===== src/rtl/nios_cpu_div_cell.sv =====
// nios_cpu_div_cell: iterative radix-2 restoring divider for the Nios M stage.
// Takes a dividend/divisor pair on a start pulse and returns the quotient,
// the remainder and a divide-by-zero flag after WIDTH+2 cycles. A one-cycle
// done pulse marks completion. The CPU stalls on busy.
// Optional build macro NIOS_DIV_CELL_ZERO_FASTPATH_EN: a zero divisor skips
// the iteration and completes one cycle after the start is accepted.
module nios_cpu_div_cell #(
  parameter int WIDTH = 32,
  parameter int CNT_W = 6
) (
  input  logic             clk,
  input  logic             reset,
  input  logic             M_div_start,
  input  logic             M_div_signed,
  input  logic [WIDTH-1:0] M_div_src1,
  input  logic [WIDTH-1:0] M_div_src2,
  output logic             M_div_busy,
  output logic             M_div_done,
  output logic [WIDTH-1:0] M_div_quotient,
  output logic [WIDTH-1:0] M_div_remainder,
  output logic             M_div_by_zero
);

  typedef enum logic [1:0] {
    S_IDLE = 2'd0,
    S_RUN  = 2'd1,
    S_FIX  = 2'd2,
    S_DONE = 2'd3
  } state_t;

  // Two's complement negate.
  function automatic logic [WIDTH-1:0] neg_f(input logic [WIDTH-1:0] v);
    return (~v) + WIDTH'(1);
  endfunction

  // Magnitude of v when it is treated as signed, otherwise v unchanged.
  // The most negative value maps to itself. That is still the correct
  // unsigned magnitude.
  function automatic logic [WIDTH-1:0] abs_f(input logic [WIDTH-1:0] v,
                                             input logic              sgn);
    return (sgn && v[WIDTH-1]) ? neg_f(v) : v;
  endfunction

  state_t             state_q, state_d;
  logic [CNT_W-1:0]   cnt_q;
  logic [WIDTH-1:0]   rem_q;      // partial remainder, always < divisor
  logic [WIDTH-1:0]   dvd_q;      // dividend shifts out, quotient shifts in
  logic [WIDTH-1:0]   dvs_q;      // divisor magnitude
  logic [WIDTH-1:0]   raw1_q;     // unmodified dividend for the by-zero result
  logic               s1_neg_q;   // signed op with negative dividend
  logic               s2_neg_q;   // signed op with negative divisor
  logic               zero_q;     // divisor was zero
  logic [WIDTH-1:0]   quot_q;
  logic [WIDTH-1:0]   remd_q;
  logic               by_zero_q;
  logic               busy_q;
  logic               done_q;

  logic               start_acc_d;
  logic               src2_zero_d;
  logic [WIDTH:0]     sh_rem_d;   // WIDTH+1 bits so the compare cannot overflow
  logic               ge_d;
  logic [WIDTH-1:0]   rem_step_d;
  logic [WIDTH-1:0]   dvd_step_d;
  logic [WIDTH-1:0]   q_fix_d;
  logic [WIDTH-1:0]   r_fix_d;

  assign start_acc_d = (state_q == S_IDLE) && M_div_start;
  assign src2_zero_d = (M_div_src2 == '0);

  // Next-state logic for the divider sequencer.
  always_comb begin
    state_d = state_q;
    case (state_q)
      S_IDLE: begin
        if (M_div_start) begin
`ifdef NIOS_DIV_CELL_ZERO_FASTPATH_EN
          if (src2_zero_d) begin
            state_d = S_DONE;
          end else begin
            state_d = S_RUN;
          end
`else
          state_d = S_RUN;
`endif
        end else begin
          state_d = S_IDLE;
        end
      end
      S_RUN: begin
        if (cnt_q == CNT_W'(WIDTH - 1)) begin
          state_d = S_FIX;
        end else begin
          state_d = S_RUN;
        end
      end
      S_FIX:   state_d = S_DONE;
      S_DONE:  state_d = S_IDLE;
      default: state_d = S_IDLE;
    endcase
  end

  // One restoring step: shift in the next dividend bit and subtract if possible.
  always_comb begin
    sh_rem_d = {rem_q, dvd_q[WIDTH-1]};
    ge_d     = (sh_rem_d >= {1'b0, dvs_q});
    if (ge_d) begin
      // The true difference is below the divisor, so WIDTH bits hold it exactly.
      rem_step_d = sh_rem_d[WIDTH-1:0] - dvs_q;
    end else begin
      rem_step_d = sh_rem_d[WIDTH-1:0];
    end
    dvd_step_d = {dvd_q[WIDTH-2:0], ge_d};
  end

  // Sign correction and forced divide-by-zero results.
  always_comb begin
    if (zero_q) begin
      q_fix_d = '1;
      r_fix_d = raw1_q;
    end else begin
      q_fix_d = (s1_neg_q ^ s2_neg_q) ? neg_f(dvd_q) : dvd_q;
      r_fix_d = s1_neg_q ? neg_f(rem_q) : rem_q;
    end
  end

  // State register.
  always_ff @(posedge clk) begin
    if (reset) begin
      state_q <= S_IDLE;
    end else begin
      state_q <= state_d;
    end
  end

  // Operand capture, iteration datapath and result registers.
  always_ff @(posedge clk) begin
    if (reset) begin
      cnt_q     <= '0;
      rem_q     <= '0;
      dvd_q     <= '0;
      dvs_q     <= '0;
      raw1_q    <= '0;
      s1_neg_q  <= 1'b0;
      s2_neg_q  <= 1'b0;
      zero_q    <= 1'b0;
      quot_q    <= '0;
      remd_q    <= '0;
      by_zero_q <= 1'b0;
    end else begin
      case (state_q)
        S_IDLE: begin
          if (start_acc_d) begin
            cnt_q     <= '0;
            rem_q     <= '0;
            dvd_q     <= abs_f(M_div_src1, M_div_signed);
            dvs_q     <= abs_f(M_div_src2, M_div_signed);
            raw1_q    <= M_div_src1;
            s1_neg_q  <= M_div_signed & M_div_src1[WIDTH-1];
            s2_neg_q  <= M_div_signed & M_div_src2[WIDTH-1];
            zero_q    <= src2_zero_d;
`ifdef NIOS_DIV_CELL_ZERO_FASTPATH_EN
            // The fast path never visits FIX, so its results are written here.
            if (src2_zero_d) begin
              quot_q    <= '1;
              remd_q    <= M_div_src1;
              by_zero_q <= 1'b1;
            end else begin
              by_zero_q <= 1'b0;
            end
`else
            by_zero_q <= 1'b0;
`endif
          end else begin
            cnt_q <= cnt_q;
          end
        end
        S_RUN: begin
          rem_q <= rem_step_d;
          dvd_q <= dvd_step_d;
          cnt_q <= cnt_q + CNT_W'(1);
        end
        S_FIX: begin
          quot_q    <= q_fix_d;
          remd_q    <= r_fix_d;
          by_zero_q <= zero_q;
        end
        default: begin
          cnt_q <= cnt_q;
        end
      endcase
    end
  end

  // Registered handshake. busy covers RUN..DONE delayed by one cycle, so it
  // rises on the edge after acceptance and falls together with done.
  always_ff @(posedge clk) begin
    if (reset) begin
      busy_q <= 1'b0;
      done_q <= 1'b0;
    end else begin
      busy_q <= (state_q != S_IDLE);
      done_q <= (state_q == S_DONE);
    end
  end

  assign M_div_busy      = busy_q;
  assign M_div_done      = done_q;
  assign M_div_quotient  = quot_q;
  assign M_div_remainder = remd_q;
  assign M_div_by_zero   = by_zero_q;

endmodule


===== config.mk =====
export PLATFORM = sky130hd
export DESIGN_NAME = nios_cpu_div_cell
export DESIGN_NICKNAME = d
export VERILOG_FILES = /design/src/rtl/nios_cpu_div_cell.sv
export SDC_FILE = /design/constraint.sdc
export NUM_CORES = 1
export LEC_CHECK = 0
export CORE_MARGIN = 1
export CORE_UTILIZATION = 55
export CTS_BUF_LIST = sky130_fd_sc_hd__clkbuf_2
export CTS_CLUSTER_SIZE = 14
export DETAILED_ROUTE_END_ITERATION = 12
export PLACE_DENSITY = 0.84
export SETUP_SLACK_MARGIN = 0.2
export SYNTH_ARGS = -nofsm -noshare
export SYNTH_HDL_FRONTEND = slang
export SYNTH_SLANG_ARGS = --single-unit

===== constraint.sdc =====
create_clock -name clk -period 3.55 [get_ports clk]
set_input_delay 0.5325 -clock clk [delete_from_list [all_inputs] [get_ports clk]]
set_output_delay 0.5325 -clock clk [all_outputs]
set_load 0.02 [all_outputs]

Yosys cells after proc, flatten, opt, wreduce, memory -nomap -nowiden
Index checks and enable logic that the tools add are counted.
Widths: inputs -> output; s select.
{"block": "word_totals", "ff_bits": 206, "in_bits": 68, "out_inout_bits": 67, "word_cells": 62}
{"block": "op_classes", "addsub": 6, "order_cmp": 1, "eq_ne": 5, "n_mux": 18, "n_bitwise": 7, "n_reduce_logical": 11}
{"op": "$mux 32", "count": 9}
{"op": "$add 32x1->32 const B", "count": 4}
{"op": "$not 32->32", "count": 4}
{"op": "$pmux 32 s2", "count": 2}
{"op": "$ge 33x32->1", "count": 1}
{"op": "$logic_not 32->1", "count": 1}
{"op": "$sub 32x32->32", "count": 1}
{"op": "$pmux 6 s2", "count": 1}
{"op": "$pmux 2 s4", "count": 1}
{"op": "$add 6x1->6 const B", "count": 1}
{"op": "$eq 6x5->1 const B", "count": 1}
{"op": "$mux 6", "count": 1}
{"op": "$reduce_and 2->1", "count": 3}
{"op": "$reduce_bool 2->1", "count": 3}
{"op": "$eq 2x2->1 const B", "count": 2}
{"op": "$logic_and 1x1->1", "count": 3}
{"op": "$and 1x1->1", "count": 2}
{"op": "$eq 2x1->1 const B", "count": 1}
{"op": "$logic_not 2->1", "count": 1}
{"op": "$mux 1", "count": 2}
{"op": "$mux 2", "count": 1}
{"op": "$ne 2x2->1 const B", "count": 1}
{"op": "$pmux 1 s2", "count": 1}
{"op": "$xor 1x1->1", "count": 1}

Longest topological paths before layout
{"block": "depth", "depth_word": 5, "depth_mapped": 13, "ltp_nobuf": 12}

Least setup slack after synthesis
OpenSTA, ideal clock, no wires.
{"block": "synth_path", "kind": "input-to-reg", "start": "in M_div_src2[8]", "end": "reg dvs_q[29]", "arrival_ns": 2.816, "t_required_ns": 3.480, "setup_slack_ns": 0.663, "stages": 8, "path_buffers": 0, "path_cell_list": "or4_4 -> or3_4 -> or4_4 -> or3_4 -> o31ai_4 -> xnor2_1 -> nand2_1 -> a21oi_1"}
{"block": "synth_via", "elab_chain_len": 3}
{"item": "start: declaration", "line_no": "16", "text": "input logic [WIDTH-1:0] M_div_src2,"}
{"item": "$not 32->32", "line_no": "33", "text": "return (~v) + WIDTH'(1);"}
{"item": "$add 32x1->32", "line_no": "33"}
{"item": "$mux 32", "line_no": "41", "text": "return (sgn && v[WIDTH-1]) ? neg_f(v) : v;"}
{"item": "end signal: assignment", "line_no": "157", "text": "dvs_q <= abs_f(M_div_src2, M_div_signed);"}
{"item": "end: declaration", "line_no": "48", "text": "logic [WIDTH-1:0] dvs_q;"}
Every way passes these cells.
A chain may end at the register's enable or synchronous reset.

Worst setup path in the final report
{"block": "layout_path", "start": "reg dvs_q[10]", "end": "reg rem_q[8]"}
{"block": "layout_via", "elab_chain_len": 3}
{"item": "$ge 33x32->1", "line_no": "106", "text": "ge_d = (sh_rem_d >= {1'b0, dvs_q});"}
{"item": "$mux 32", "line_no": "107", "text": "if (ge_d) begin"}
{"item": "$pmux 32 s2", "line_no": "151", "text": "case (state_q)"}
{"item": "end signal: assignment", "line_no": "179", "text": "rem_q <= rem_step_d;"}
{"item": "end: declaration", "line_no": "46", "text": "logic [WIDTH-1:0] rem_q;"}
Every way passes these cells.

==> impl_metrics.ini <==
[status]
status = completed

[finish]
drive_above_1_share_pct = 9.35
fin_nets = 1827
fillers = 1936
stdcell_area_um2 = 14400
area_growth_pct = 17.3
fin_util_pct = 65.9
instances_no_fill = 2035

[global_routing]
grt_pass1_vias = 11529
grt_overflow = 0
grt_max_degree = 79
grt_pass1_wl_um = 57600
antenna_found_initial = 1
grtUsageTotal_pct = 31.6

[sta]
rsz0062_at_grt = false
fmax_mhz = 314
tightestPinTransition_ns = 1.13
hold_violations = 0
setup_viol = 0
max_slew_margin_pct = 24.7
final.period_utilization_pct = 89.6
final.setup.tns_ns = 0
period_minus_slack_ns = 3.18
clock_skew_ns = 0.0687
maxSlewViolCount = 0

[clock_tree]
cts_htree_levels = 2
cts_tree = yes
cts.path.max_buffers = 3
cts_setup_buffers = 0
cts_resized = 0
root_buffer = clkbuf_2
path_clk_slew_ns = 0.10
cts_buffers = 53
hold_buffers = 0
clock_sinks = 206
insertion_delay_ns = 0.82

[place]
gp_congestion = 0.981
portBuffers = 134
dp_hpwl_um = 26200
placedCellCount = 1946
dpl-instance-area_um2 = 13900

[synthesis]
synth_area_leaders = dfxtp_1 (34%), a21oi_1 (7.3%), nand2_1 (7.1%)
synthTopCellsByCount = nand2_1 (231), dfxtp_1 (206), a21oi_1 (180), nor2_1 (143), clkbuf_1 (97)
synthMuxAreaShare_pct = 0.520
syn_inst = 1597
yosysTopAreaCell = dfxtp_1
syn_area_per_cell_um2 = 7.68
synth_top_family_by_area = compound AO/OA/AOI/OAI gates
synth_edf_count = 0
synth_compound_area_share_pct = 26.5
synth-adder-area-share_pct = 3.94
synth-xor-area-share_pct = 9.86
yosysSeqAreaShare_pct = 33.6
synth-simple-area-share_pct = 20.5
syn_area_um2 = 12300
yosysMostFrequentCell = nand2_1
async_flop_share_pct = 0
yosysWarnings = 0
ys_ff_latch = 206
synth_fp_nets = 1703
ys.flop_type = dfxtp_1
yosysUniqueCellTypes = 79
yosysTopAreaCellShare_pct = 33.6

[setup_path]
cp.required_ns = 4.28
r2r_start = dvs_q[10]$_SDFFE_PP0P_
r2r_slack_ns = 0.37
r2r_end = rem_q[8]$_SDFFE_PP0P_
r2r_cells = 10
crit_arrival_ns = 3.91
cp_max_fo = 7
start_kind = register
end_kind = register
path_class = register to register

[detailed_routing]
antenna_left = 0
vias_per_cell = 6.07
drt_iter0_markers = 930
dr_total_vias = 12350
routedWlPerCell_um = 17.6
wirelength_um = 35800
drcViolationCount = 0
drt-pass1-iter-count = 5

[floorplanning]
die_height_um = 151
core_area_um2 = 21800
chipWidth_um = 151
fp.dieArea_um2 = 22900
std_cell_rows = 54
io_pins = 135
start_util_pct = 56.2

[worst_hold_path]
hold_path.class = primary input to register
worst_hold_startpoint = reset
min_to = raw1_q[0]$_SDFFE_PP0P_
hold_depth = 2

[power]
peakVddDrop_mv = 0.278
leakage_nw = 5.48
pwr_density_cell_nw_per_um2 = 580

[run]
drv_cap = 0
cells by family (layout without fill, tap and decap cells):
kind of cell             count (synthesis)  after routing
flip-flops                             206            206
adder cells (fa/ha/maj)                 38             38
XOR/XNOR                               138            138
AO/OA/AOI/OAI                          505            505
buffers and inverters                  165            322
AND/OR/NAND/NOR                        539            539
other                                    0              1
multiplexers                             6              6
cell usage in the layout (no fill, tap or decap), types with 5 or more instances in the layout:
cell type,count
inv_1,52
nor2b_1,6
o21a_1,6
clkdlybuf4s50_1,133
a22oi_1,29
buf_4,48
a21oi_1,180
o211ai_1,21
o22ai_1,35
nand3_1,28
a32oi_1,21
or4_4,5
o31ai_1,28
o41ai_1,7
a21o_1,12
or4_1,10
nor3_1,23
nor4_1,12
or3_1,18
o21ai_0,75
ha_1,37
xnor2_1,59
nor2_1,142
clkbuf_2,76
a311oi_1,15
nand4_1,9
xor2_1,79
a31oi_1,7
clkinv_1,8
and3_1,5
nand2_1,231
dfxtp_1,206
nand2b_1,19
a211oi_1,32
metrics by stage:
stage               total power [W]  hold WS [ns]  worst slack, ns
floorplan                   0.00558         0.425            0.663
global placement            0.00660         0.442            0.125
detailed placement          0.00666         0.445           0.0979
CTS                         0.00827         0.101            0.315
global route                0.00887         0.135            0.214
finish                      0.00833         0.190            0.370
registers in the layout (all words and copies together), names as in the netlist, named ones only:
| name | cells |
|---|---|
| cnt_q | 6 |
| M_div_remainder | 32 |
| M_div_quotient | 32 |
| zero_q | 1 |
| M_div_by_zero | 1 |
| s2_neg_q | 1 |
| dvs_q | 32 |
| rem_q | 32 |
| dvd_q | 32 |
| M_div_busy | 1 |
| state_q | 1 |
| raw1_q | 32 |
| s1_neg_q | 1 |
| M_div_done | 1 |
power breakdown:
part | total [W] | switching (W) | internal, W | leakage [nW]
logic | 0.00395 | 0.00236 | 0.00160 | 3.45
clock network | 0.00160 | 0.000964 | 0.000638 | 0.354
registers | 0.00278 | 0.000277 | 0.00250 | 1.68
routing by layer:
metal	track usage (%)	part of all wire (%)	up-vias	routed length [um]
li1	-	-	5989	-
met1	40.2	43	5779	15200
met3	4.46	6.5	81	2310
met4	14.2	3.4	0	1210
met2	52.7	48	501	17000
met5	0	0	-	0
final cells by class:
cell class / count / area [um^2] / share of cell area, %
antenna: 1 / 2.50 / 0.0174
clock buffer: 76 / 380 / 2.65
clock inverter: 12 / 75.1 / 0.522
inverter: 52 / 195 / 1.36
multi-input combinational: 1226 / 7550 / 52.5
sequential: 206 / 4120 / 28.7
tap: 280 / 350 / 2.44
timing repair buffer: 182 / 1700 / 11.8
critical path, cell delays in order (launching register included):
cell and delay, ns:
dfxtp_1 0.33, inv_1 0.05, ha_1 0.41, nand4_1 0.21, nor3_1 0.27, o31ai_2 0.15
a211oi_2 0.38, o21ai_2 0.19, o311a_1 0.44, or4_1 0.54, a21oi_1 0.15
worst max path at each step:
| stage | endpoint | start | cells past startpoint | slack [ns] |
|---|---|---|---|---|
| after CTS | rem_q[19]$_SDFFE_PP0P_ | dvs_q[1]$_SDFFE_PP0P_ | 11 | 0.32 |
| after detailed placement | dvs_q[29]$_SDFFE_PP0P_ | M_div_src2[8] | 9 | 0.1 |
| after global routing | rem_q[8]$_SDFFE_PP0P_ | dvs_q[7]$_SDFFE_PP0P_ | 10 | 0.21 |
| after floorplan | dvs_q[29]$_SDFFE_PP0P_ | M_div_src2[8] | 8 | 0.66 |
| after global placement | dvs_q[29]$_SDFFE_PP0P_ | M_div_src2[8] | 9 | 0.12 |
| final | rem_q[8]$_SDFFE_PP0P_ | dvs_q[10]$_SDFFE_PP0P_ | 10 | 0.37 |
No activity file was read; power rests on OpenSTA's default activity.
